[src/rtl/ifu_ibuf_pkg.sv]
// ifu_ibuf_pkg: shared core widths and encodings used by the fetch/decode boundary.
package ifu_ibuf_pkg;
  localparam int PC_WIDTH = 32;
  localparam int INST_WIDTH = 32;
  localparam logic [31:0] NOP = 32'h00000013;
endpackage

[src/rtl/ifu_ibuf.sv]
// ifu_ibuf: in-order instruction buffer between fetch and decode, registered head, almost-full stall.
module ifu_ibuf #(
  parameter int DEPTH = 4,
  parameter int PC_WIDTH = ifu_ibuf_pkg::PC_WIDTH,
  parameter int INST_WIDTH = ifu_ibuf_pkg::INST_WIDTH
) (
  input  logic                       clk,
  input  logic                       rst,
  input  logic                       ifu_valid,
  input  logic [PC_WIDTH-1:0]        ifu_pc,
  input  logic [INST_WIDTH-1:0]      ifu_inst,
  output logic                       ibuf_stall,
  input  logic                       flush,
  output logic                       dec_valid,
  output logic [PC_WIDTH-1:0]        dec_pc,
  output logic [INST_WIDTH-1:0]      dec_inst,
  input  logic                       dec_ready,
  output logic [$clog2(DEPTH+1)-1:0] ibuf_count,
  output logic                       ibuf_overflow
);
  import ifu_ibuf_pkg::*;
  localparam int AW = $clog2(DEPTH);
  localparam int CW = $clog2(DEPTH+1);
  logic [PC_WIDTH-1:0]   pc_mem [DEPTH];
  logic [INST_WIDTH-1:0] inst_mem [DEPTH];
  logic [AW-1:0] rd_ptr, wr_ptr;
  logic [CW-1:0] count;
  logic full, push, pop, drop;
  assign full = count == CW'(DEPTH);
  assign pop = dec_valid && dec_ready && !flush;
  assign push = ifu_valid && !flush && (!full || pop);
  assign drop = ifu_valid && !flush && !push;
  assign dec_valid = count != '0;
  assign dec_pc = pc_mem[rd_ptr];
  assign dec_inst = inst_mem[rd_ptr];
  assign ibuf_count = count;
  assign ibuf_stall = count >= CW'(DEPTH-1);
  // storage is deliberately left out of reset; only bookkeeping state is cleared
  always_ff @(posedge clk or posedge rst) begin
    if (rst) begin
      rd_ptr <= '0;
      wr_ptr <= '0;
      count <= '0;
      ibuf_overflow <= 1'b0;
    end else if (flush) begin
      rd_ptr <= '0;
      wr_ptr <= '0;
      count <= '0;
    end else begin
      if (push) begin
        pc_mem[wr_ptr] <= ifu_pc;
        inst_mem[wr_ptr] <= ifu_inst;
        wr_ptr <= wr_ptr + AW'(1);
      end
      if (pop) rd_ptr <= rd_ptr + AW'(1);
      count <= count + CW'(push) - CW'(pop);
      if (drop) ibuf_overflow <= 1'b1;
    end
  end
endmodule

[config.mk]
export PLATFORM = sky130hd
export DESIGN_NAME = ifu_ibuf
export DESIGN_NICKNAME = d
export VERILOG_FILES = /design/src/rtl/ifu_ibuf_pkg.sv /design/src/rtl/ifu_ibuf.sv
export SDC_FILE = /design/constraint.sdc
export NUM_CORES = 1
export LEC_CHECK = 0
export ABC_AREA = 1
export CAP_MARGIN = 40
export CORE_UTILIZATION = 55
export DETAILED_ROUTE_END_ITERATION = 8
export PLACE_DENSITY = 0.8
export RECOVER_POWER = 25
export SYNTH_ARGS = -nofsm -noshare
export SYNTH_HDL_FRONTEND = slang
export SYNTH_SLANG_ARGS = --single-unit
[constraint.sdc]
create_clock -name clk -period 8.7 [get_ports clk]
set_input_delay 0.87 -clock clk [delete_from_list [all_inputs] [get_ports clk]]
set_output_delay 0.87 -clock clk [all_outputs]
set_load 0.01 [all_outputs]
==> metrics.csv, run 1 <==
stage,metric,value,unit
cts,h-tree-depth,1,
sta,setup_violations,0,
worst_setup_path,critPathSlowestCell,buf_4,
floorplan,design.portCount,139,
worst_setup_path,path_cells,inv_4 > buf_4 > o21ai_0 > o22ai_1 > clkdlybuf4s50_1,
yosys,yosysWarnings,0,
routing,first_pass_iters,5,
sta,clock_skew,0.00911,ns
worst_setup_path,endpoint_kind,output port,
sta,setup_tns,0,ns
sta,slew_headroom,42.4,%
cts,cts_hold_buf,0,
finish,final_layout_size_suffix_gt1_share,6.88,%
yosys,syn-num-nets,758,
global_routing,grt_pass1_wl,32500,um
pwr,combPwrFrac,22.0,%
cts,cts_inserted_buffers,25,
finish,final_common_cell,edfxtp_1,
yosys,synthCells,681,
worst_setup_path,crit_family,buffers and inverters,
global_routing,grt_start_max_net_pins,81,
global_routing,first_global_vias,6300,
yosys,synth_top_area_cell,edfxtp_1,
cts,post-cts-setup-buffers,0,
worst_setup_path,required,7.83,ns
sta,slew_viol_final,0,
sta,worst_pin_slew,0.862,ns
worst_setup_path,arrival,3.48,ns
floorplan,die_area,18600,sq um
worst_setup_path,crit_fanout,74,
yosys,synth.cell_area,9950,sq um
yosys,synth_top_area_share,77.2,%
global_routing,grt_overflow_total,0,
global_routing,track_usage,23.0,%
placed_design,io_buffers,138,
cts,root_buffer,clkbuf_16,
pwr,swShare,26.4,%
pwr,leakage,4.10,nW
routing,drt_wl_total,21100,um
cts,cts_resized,0,
sta,period_share,50.0,%
status,status,"finished, final reports clean",
floorplan,die_x,137,um
finish,fill_cells,1123,
sta,fin_crit,4.35,ns
routing,drt_iter0_markers,406,
placed_design,gp_congestion,0.758,
worst_hold_path,holdCritPathClass,register to register,
run,maxCapViolCount,0,
sta,max_freq,230,MHz
pwr,p_per_area,262,nW/um^2
finish,fin_nets,890,
yosys,synth_top_flop_cell,edfxtp_1,
routing,vias_per_cell,5.87,
pwr,p_seq_share,45.8,%
routing,ant_nets,0,
global_routing,grt_antenna_before_repair,3,
sta,grt_setup_unrepaired,false,
cts,cts_tree,yes,
cts,clock_latency,0.50,ns
routing,wire_per_inst,20.0,um
pwr,power.net_switching,0.854,mW
yosys,synth_seq_cells,264,
sta,layout_setup_ws,4.35,ns
worst_setup_path,cp_num_buf_inv,3,
pwr,intPower,2.38,mW
finish,layout_common_cells,"edfxtp_1, nor2_1, o21ai_0, clkdlybuf4s50_1, o22ai_1",
cts,clock_path_buffers,3,
floorplan,rows,48,
routing,vias,6197,
worst_setup_path,path_class,register to output port,
yosys,synth_cell_types,22,
yosys,avgSynthCellArea,14.6,sq um
yosys,synthTopCellsByArea,"edfxtp_1, o21ai_0, nor2_1",
placed_design,place_hpwl,11800,um
sta,hold_violations,0,
worst_setup_path,crit_path_start_kind,register,
cts,clkSinkCount,264,
worst_setup_path,cp_slowest_stage_delay,0.71,ns
yosys,synth-async-reset-ratio,3.03,%
floorplan,coreArea,17500,sq um
pwr,ir_drop,204,uV
yosys,ys_seq_area_share,79.2,%
finish,area_growth,23.7,%
placed_design,pre_cts_ws,4.81,ns
floorplan,die_h,137,um
cts,path_clk_slew,0.06,ns
yosys,synth_edf_count,256,
floorplan,initial_core_util,57.0,%
routing,drc,0,
pwr,clockPowerShare,32.3,%
==> logic make-up after synthesis <==
| kind of cell | share of synthesized area, % |
|---|---|
| AO/OA/AOI/OAI | 10.9 |
| XOR/XNOR | 0.0880 |
| adder cells (fa/ha/maj) | 1.08 |
| buffers and inverters | 2.88 |
| flip-flops | 79.2 |
| AND/OR/NAND/NOR | 5.86 |
==> stage by stage <==
stage,hold slack [ns],std cells,area [sq um],power (mW),util [%]
floorplan,0.513,681,9950,1.86,-
global placement,0.474,1009,11500,2.18,65.7
detailed placement,0.467,1011,11500,2.21,65.9
CTS,0.483,1053,12300,3.25,70.4
global route,0.509,1055,12300,3.35,70.4
finish,0.482,1056,12300,3.23,70.4
==> worst paths after layout <==
path                               start       endpoint  slack, ns  cells past startpoint
max                            rd_ptr[0]   dec_inst[14]       4.35                      5
min                        ibuf_overflow  ibuf_overflow       0.48                      1
max reg2reg                ibuf_count[1]  pc_mem[3][14]       5.91                      5
min reg2reg                ibuf_overflow  ibuf_overflow       0.48                      1
max in group asynchronous            rst      rd_ptr[0]       7.65                      2
min in group asynchronous            rst  ibuf_count[2]       0.77                      2
==> worst register-to-register path, stage by stage, from the launching register on <==
cell	delay (ns)
dfrtp_1	0.43
nor2_1	0.10
o211ai_2	0.11
nand3_1	0.35
nor2_4	0.78
buf_4	0.59
==> final cells by class <==
class | instances | area (sq um) | area share [%]
clock inverter | 10 | 130 | 1.06
timing repair buffer | 147 | 1470 | 12.0
inverter | 16 | 62.6 | 0.508
clock buffer | 32 | 652 | 5.30
tap | 225 | 282 | 2.29
multi-input combinational | 359 | 1810 | 14.7
antenna | 3 | 7.51 | 0.0610
sequential | 264 | 7890 | 64.1
==> cell usage after synthesis, types with 6 or more instances <==
library cell  count
ha_1              7
nand2_1           8
clkbuf_1         26
o21ai_1          16
o22ai_1          64
dfrtp_1           8
inv_1            10
buf_4             6
edfxtp_1        256
o21ai_0         115
nor2_1          138
==> flip-flops by register name (all words and copies together) (netlist names) <==
register	count
rd_ptr	2
inst_mem	128
pc_mem	128
wr_ptr	2
ibuf_overflow	1
ibuf_count	3
==> power by group through the flow <==
stage	clock network (mW)	logic (mW)	registers, mW
after floorplan	0	0.373	1.49
after global routing	1.10	0.769	1.48
after detailed placement	0	0.710	1.51
after CTS	1.05	0.718	1.48
after global placement	0	0.683	1.50
final	1.04	0.710	1.48
==> per-layer routing <==
layer  GRT usage [%]  wire [um]
met1            29.4       8340
met4            7.10        336
met5               0          0
met2            40.5      10900
met3            3.63       1490
Note: power is estimated with default switching activity, not from simulation.
==> inputs of run 2 (changes only) <==
--- a/config.mk
+++ b/config.mk
@@ -7,9 +7,9 @@
 export LEC_CHECK = 0
 export ABC_AREA = 1
 export CAP_MARGIN = 40
-export CORE_UTILIZATION = 55
+export CORE_UTILIZATION = 54
 export DETAILED_ROUTE_END_ITERATION = 8
-export PLACE_DENSITY = 0.8
+export PLACE_DENSITY = 0.79
 export RECOVER_POWER = 25
 export SYNTH_ARGS = -nofsm -noshare
 export SYNTH_HDL_FRONTEND = slang
==> constraint.sdc (replaced) <==
create_clock -name clk -period 4.5 [get_ports clk]
set_input_delay 0.45 -clock clk [delete_from_list [all_inputs] [get_ports clk]]
set_output_delay 0.45 -clock clk [all_outputs]
set_load 0.01 [all_outputs]
==> run 2 against run 1 <==
- via count is essentially flat
- sequential power grew 91%
- highest routed layer unchanged
- clock skew grew 0.0053 ns
==> metrics.csv, run 2 (same netlist as run 1, synthesis figures left out) <==
stage,metric,value,unit,change
status,status,"finished, final reports clean",,
floorplan,coreArea,18000,sq um,+3.1%
worst_setup_path,crit_path_start_kind,register,,
run,maxCapViolCount,0,,unchanged
floorplan,die_x,138,um,+0.91%
worst_setup_path,arrival,3.05,ns,-0.43 ns
global_routing,grtUsageMet3,3.16,%,-0.47 points
cts,path_clk_slew,0.06,ns,about the same
pwr,ir_drop,422,uV,+110%
cts,clock_path_buffers,3,,unchanged
sta,setup_violations,0,,unchanged
placed_design,io_buffers,138,,unchanged
cts,cts_resized,0,,unchanged
sta,max_freq,286,MHz,
routing,ant_nets,0,,unchanged
sta,setup_tns,0,ns,unchanged
sta,fin_crit,3.50,ns,
cts,clock_latency,0.52,ns,+0.02 ns
routing,vias_per_cell,5.82,,-0.83%
floorplan,die_area,19000,sq um,+1.8%
routing,first_pass_iters,5,,unchanged
placed_design,gp_congestion,0.757,,-0.20%
cts,clkSinkCount,264,,unchanged
global_routing,grtUsageMet2,38.7,%,-1.7 points
floorplan,die_h,138,um,+0.91%
worst_hold_path,holdCritPathClass,input port to async pin,,
floorplan,design.portCount,139,,unchanged
global_routing,grt_start_max_net_pins,71,,-12%
sta,slew_viol_final,0,,unchanged
global_routing,top_usage_layer,met2,,
routing,drt_iter0_markers,603,,+49%
global_routing,grtUsageMet1,28.6,%,-0.80 points
global_routing,grt_overflow_total,0,,unchanged
global_routing,grt_pass1_wl,31600,um,-2.9%
cts,root_buffer,clkbuf_16,,
finish,fin_nets,894,,+0.45%
worst_setup_path,required,4.05,ns,-3.78 ns
sta,slew_headroom,50.1,%,+7.7 points
worst_setup_path,crit_fanout,70,,-5.4%
worst_setup_path,endpoint_kind,output port,,
placed_design,place_hpwl,12300,um,+3.8%
routing,drt_wl_total,21400,um,+1.7%
sta,period_share,77.7,%,
cts,cts_tree,yes,,
sta,grt_setup_unrepaired,false,,
finish,area_growth,24.3,%,
floorplan,rows,49,,+2.1%
worst_setup_path,path_class,register to output port,,
cts,cts_inserted_buffers,25,,unchanged
pwr,leakage,4.14,nW,+0.79%
routing,drc,0,,unchanged
routing,wire_per_inst,20.1,um,+0.91%
sta,hold_violations,0,,unchanged
cts,h-tree-depth,1,,unchanged
finish,final_layout_size_suffix_gt1_share,7.55,%,+0.67 points
cts,post-cts-setup-buffers,0,,unchanged
sta,clock_skew,0.0144,ns,+0.00527 ns
cts,cts_hold_buf,0,,unchanged
floorplan,initial_core_util,55.2,%,-1.7 points
sta,worst_pin_slew,0.747,ns,-0.115 ns
pwr,p_per_area,509,nW/um^2,+94%
finish,final_common_cell,edfxtp_1,,
routing,vias,6192,,-0.081%
global_routing,first_global_vias,6172,,-2.0%
finish,utilization,68.6,%,-1.8 points
finish,layout_common_cells,"edfxtp_1, nor2_1, o21ai_0, clkdlybuf4s50_1, o22ai_1",,
global_routing,track_usage,22.4,%,-0.64 points
global_routing,grt_antenna_before_repair,1,,-2
run 2: changes by cell type in the layout (fill, tap and decap cells not counted):
| cell | change |
|---|---|
| dlygate4sd3_1 | +2 |
| buf_16 | +1 |
| clkinv_4 | -1 |
| clkbuf_1 | -2 |
| inv_6 | +1 |
| diode_2 | -2 |
| clkinv_1 | +2 |
| clkdlybuf4s50_1 | -2 |
| clkinv_2 | +2 |
| buf_4 | +3 |
run 2: final timing paths:
check	start	endpoint	slack, ns	cells after the start
worst max-delay path	rd_ptr[0]	dec_inst[29]	1.00	5
worst min-delay path	rst	wr_ptr[1]	0.36	2
worst max register to register	ibuf_count[1]	pc_mem[2][2]	2.11	5
worst min register to register	ibuf_overflow	ibuf_overflow	0.50	1
max in group asynchronous	rst	rd_ptr[0]	3.85	2
min in group clk	ibuf_overflow	ibuf_overflow	0.50	1
run 2: layout make-up:
| class | count | area, sq um |
|---|---|---|
| fill | 1160 | 5650 |
| clock inverter | 14 | 148 |
| clock buffer | 30 | 644 |
| multi-input combinational | 359 | 1810 |
| inverter | 16 | 62.6 |
| sequential | 264 | 7890 |
| antenna | 1 | 2.50 |
| tap | 229 | 287 |
| timing repair buffer | 151 | 1520 |
run 2: report_power, final:
part           leakage [nW]  internal [mW]  switching [mW]
Sequential             2.41           2.79          0.0354
Combinational          1.34          0.633           0.799
Clock                 0.389           1.19           0.847
run 2: layer usage:
layer,part of all wire [%],vias to the layer above
li1,-,2826
met1,39,3060
met2,51,258
met3,6.5,48
met4,2.7,0
met5,0,-
run 2: worst max-delay path, cell delays in order (launching register included):
cell,delay (ns)
dfrtp_4,0.49
inv_4,0.52
buf_4,0.45
o21ai_0,0.12
o22ai_1,0.30
clkdlybuf4s50_1,0.61
run 2: through the flow:
step / std cells / setup WS, ns / power [mW] / instance area (sq um) / hold WS (ns)
finish: 1064 / 1.00 / 6.29 / 12400 / 0.357
global route: 1064 / 0.855 / 6.52 / 12400 / 0.396
CTS: 1063 / 1.03 / 6.33 / 12400 / 0.219
detailed placement: 1019 / 1.45 / 4.30 / 11600 / 0.487
global placement: 1018 / 1.55 / 4.24 / 11500 / 0.481
floorplan: 681 / 0.477 / 3.60 / 9950 / 0.274
==> inputs of run 3 (changes only) <==
==> constraint.sdc (replaced) <==
create_clock -name clk -period 3.5 [get_ports clk]
set_input_delay 0.35 -clock clk [delete_from_list [all_inputs] [get_ports clk]]
set_output_delay 0.35 -clock clk [all_outputs]
set_load 0.01 [all_outputs]
==> run 3 against run 2 <==
- non-clock buffer count increased by 3
- combinational power is 29% higher
- clock power grew 38%
- via count increased by 1.3%
- first-iteration DRC count fell by 9.8%
- die area is the same
- largest cell class unchanged
==> metrics.csv, run 3 (same netlist as run 1, synthesis figures left out) <==
stage,metric,value,unit,change
placed_design,gp_congestion,0.759,,+0.37%
worst_setup_path,cp-startpoint,rd_ptr[0],,
routing,drt_wl_total,21500,um,+0.46%
finish,final_layout_size_suffix_gt1_share,8.23,%,+0.68 points
sta,setup_violations,0,,unchanged
global_routing,first_global_vias,6230,,+0.94%
floorplan,rows,49,,unchanged
cts,cts_resized,0,,unchanged
worst_setup_path,arrival,2.76,ns,-0.29 ns
finish,area_growth,25.0,%,
worst_setup_path,r2r_start,ibuf_count[1],,
worst_hold_path,holdCritPathClass,input port to async pin,,
sta,fin_crit,3.11,ns,
sta,holdWs,0.247,ns,-0.109 ns
worst_setup_path,path_class,register to output port,,
cts,cts_inserted_buffers,25,,unchanged
sta,worst_pin_slew,0.691,ns,-0.0564 ns
pwr,p_per_area,666,nW/um^2,+31%
routing,routed.top_layer,met4,,
worst_setup_path,path_cells,buf_4 > o21ai_0 > o22ai_1 > clkdlybuf4s50_1,,
cts,clkSinkCount,264,,unchanged
pwr,leakage,4.18,nW,+1.1%
placed_design,io_buffers,138,,unchanged
worst_setup_path,critPathSlowestCell,clkdlybuf4s50_1,,
worst_setup_path,endpoint_kind,output port,,
routing,drt_iter0_markers,544,,-9.8%
routing,first_pass_iters,5,,unchanged
worst_setup_path,r2r.worst_path.cells,5,,unchanged
global_routing,track_usage,22.7,%,+0.31 points
finish,layout_common_cells,"edfxtp_1, nor2_1, o21ai_0, clkdlybuf4s50_1, o22ai_1",,
sta,period_share,88.8,%,
worst_setup_path,r2r-end,inst_mem[3][0],,
routing,wl_met2,11000,um,about the same
routing,wl_met1,8690,um,+2.7%
sta,max_freq,322,MHz,
worst_setup_path,cp_slowest_stage_delay,0.62,ns,about the same
floorplan,die_h,138,um,unchanged
floorplan,coreArea,18000,sq um,unchanged
sta,slew_headroom,53.9,%,+3.8 points
routing,vias_per_cell,5.88,,+1.0%
worst_setup_path,crit_path_start_kind,register,,
sta,slew_viol_final,0,,unchanged
cts,cts_hold_buf,0,,unchanged
finish,fill_cells,1165,,+0.43%
floorplan,design.portCount,139,,unchanged
status,status,"finished, final reports clean",,
global_routing,grt_overflow_total,0,,unchanged
routing,wire_per_inst,20.2,um,+0.17%
worst_setup_path,crit_family,buffers and inverters,,
worst_setup_path,cp_num_buf_inv,2,,-1
routing,ant_nets,0,,unchanged
global_routing,grt_antenna_before_repair,0,,-1
floorplan,initial_core_util,55.2,%,unchanged
sta,clock_skew,0.0127,ns,-0.00172 ns
run,maxCapViolCount,0,,unchanged
cts,h-tree-depth,1,,unchanged
finish,fin_nets,897,,+0.34%
routing,wl_met3,1400,um,unchanged
sta,grt_setup_unrepaired,false,,
sta,hold_violations,0,,unchanged
floorplan,die_area,19000,sq um,unchanged
routing,drc,0,,unchanged
global_routing,grt_pass1_wl,32000,um,+1.5%
pwr,p_total,8.28,mW,+32%
floorplan,die_x,138,um,unchanged
worst_setup_path,crit_fanout,62,,-11%
cts,root_buffer,clkbuf_16,,
pwr,ir_drop,388,uV,-8.1%
cts,cts_tree,yes,,
cts,clock_latency,0.51,ns,about the same
cts,clock_path_buffers,3,,unchanged
cts,path_clk_slew,0.06,ns,about the same
worst_setup_path,required,3.15,ns,-0.90 ns
cts,post-cts-setup-buffers,0,,unchanged
global_routing,grt_start_max_net_pins,67,,-5.6%
finish,final_common_cell,edfxtp_1,,
worst_setup_path,r2r_slack,1.21,ns,-0.90 ns
finish,antennaDiodeCount,0,,-1
placed_design,place_hpwl,12500,um,+1.4%
routing,vias,6274,,+1.3%
[run 3: changes by cell type in the layout (fill, tap and decap cells not counted), sizes merged]
cell / previous run / this run
clkdlybuf4s50: 98 / 99
dlygate4sd3: 40 / 39
bufinv: 3 / 5
clkinv: 9 / 7
buf: 13 / 16
inv: 17 / 16
diode: 1 / 0
clkbuf: 30 / 32
[run 3: area by class of cell]
class                      count  area, sq um  share of cell area (%)
clock inverter                13          195                    1.57
sequential                   264         7890                    63.4
inverter                      16         62.6                   0.503
tap                          229          287                    2.30
multi-input combinational    359         1810                    14.5
clock buffer                  32          672                    5.40
timing repair buffer         154         1530                    12.3
[run 3: worst max path at each step]
stage | end | slack [ns] | cells after the start
CTS | dec_inst[22] | 0.42 | 4
detailed placement | inst_mem[3][1] | 0.63 | 5
finish | dec_inst[22] | 0.39 | 4
floorplan | inst_mem[0][0] | -0.49 | 4
global route | dec_pc[30] | 0.30 | 5
global placement | inst_mem[3][1] | 0.79 | 5
[run 3: where the power goes]
part           switching [mW]  total, mW  internal (mW)
logic                    1.03       1.84          0.809
clock network            1.09       2.81           1.72
registers              0.0478       3.63           3.58
total                    2.17       8.28           6.12
[run 3: worst register-to-register path, cell delays in order, from the launching register on]
cell      delay [ns]
dfrtp_1         0.44
nor2_1          0.10
o211ai_2        0.12
nand3_1         0.37
nor2_4          0.57
buf_4           0.36
[run 3: metal layers]
metal | vias up | GRT usage (%)
met4 | 0 | 7.97
met3 | 39 | 2.94
met2 | 264 | 38.9
met5 | - | 0
li1 | 2829 | -
met1 | 3142 | 29.8
[run 3: metrics by stage]
stage | std cells | cell area (sq um) | utilization, % | worst slack (ns) | TNS [ns]
final | 1067 | 12400 | 69.0 | 0.392 | 0
after detailed placement | 1022 | 11600 | 64.2 | 0.631 | 0
after global placement | 1022 | 11600 | 64.2 | 0.787 | 0
after CTS | 1067 | 12400 | 69.0 | 0.421 | 0
after floorplan | 681 | 9950 | - | -0.494 | -126.50
after global routing | 1067 | 12400 | 69.0 | 0.300 | 0
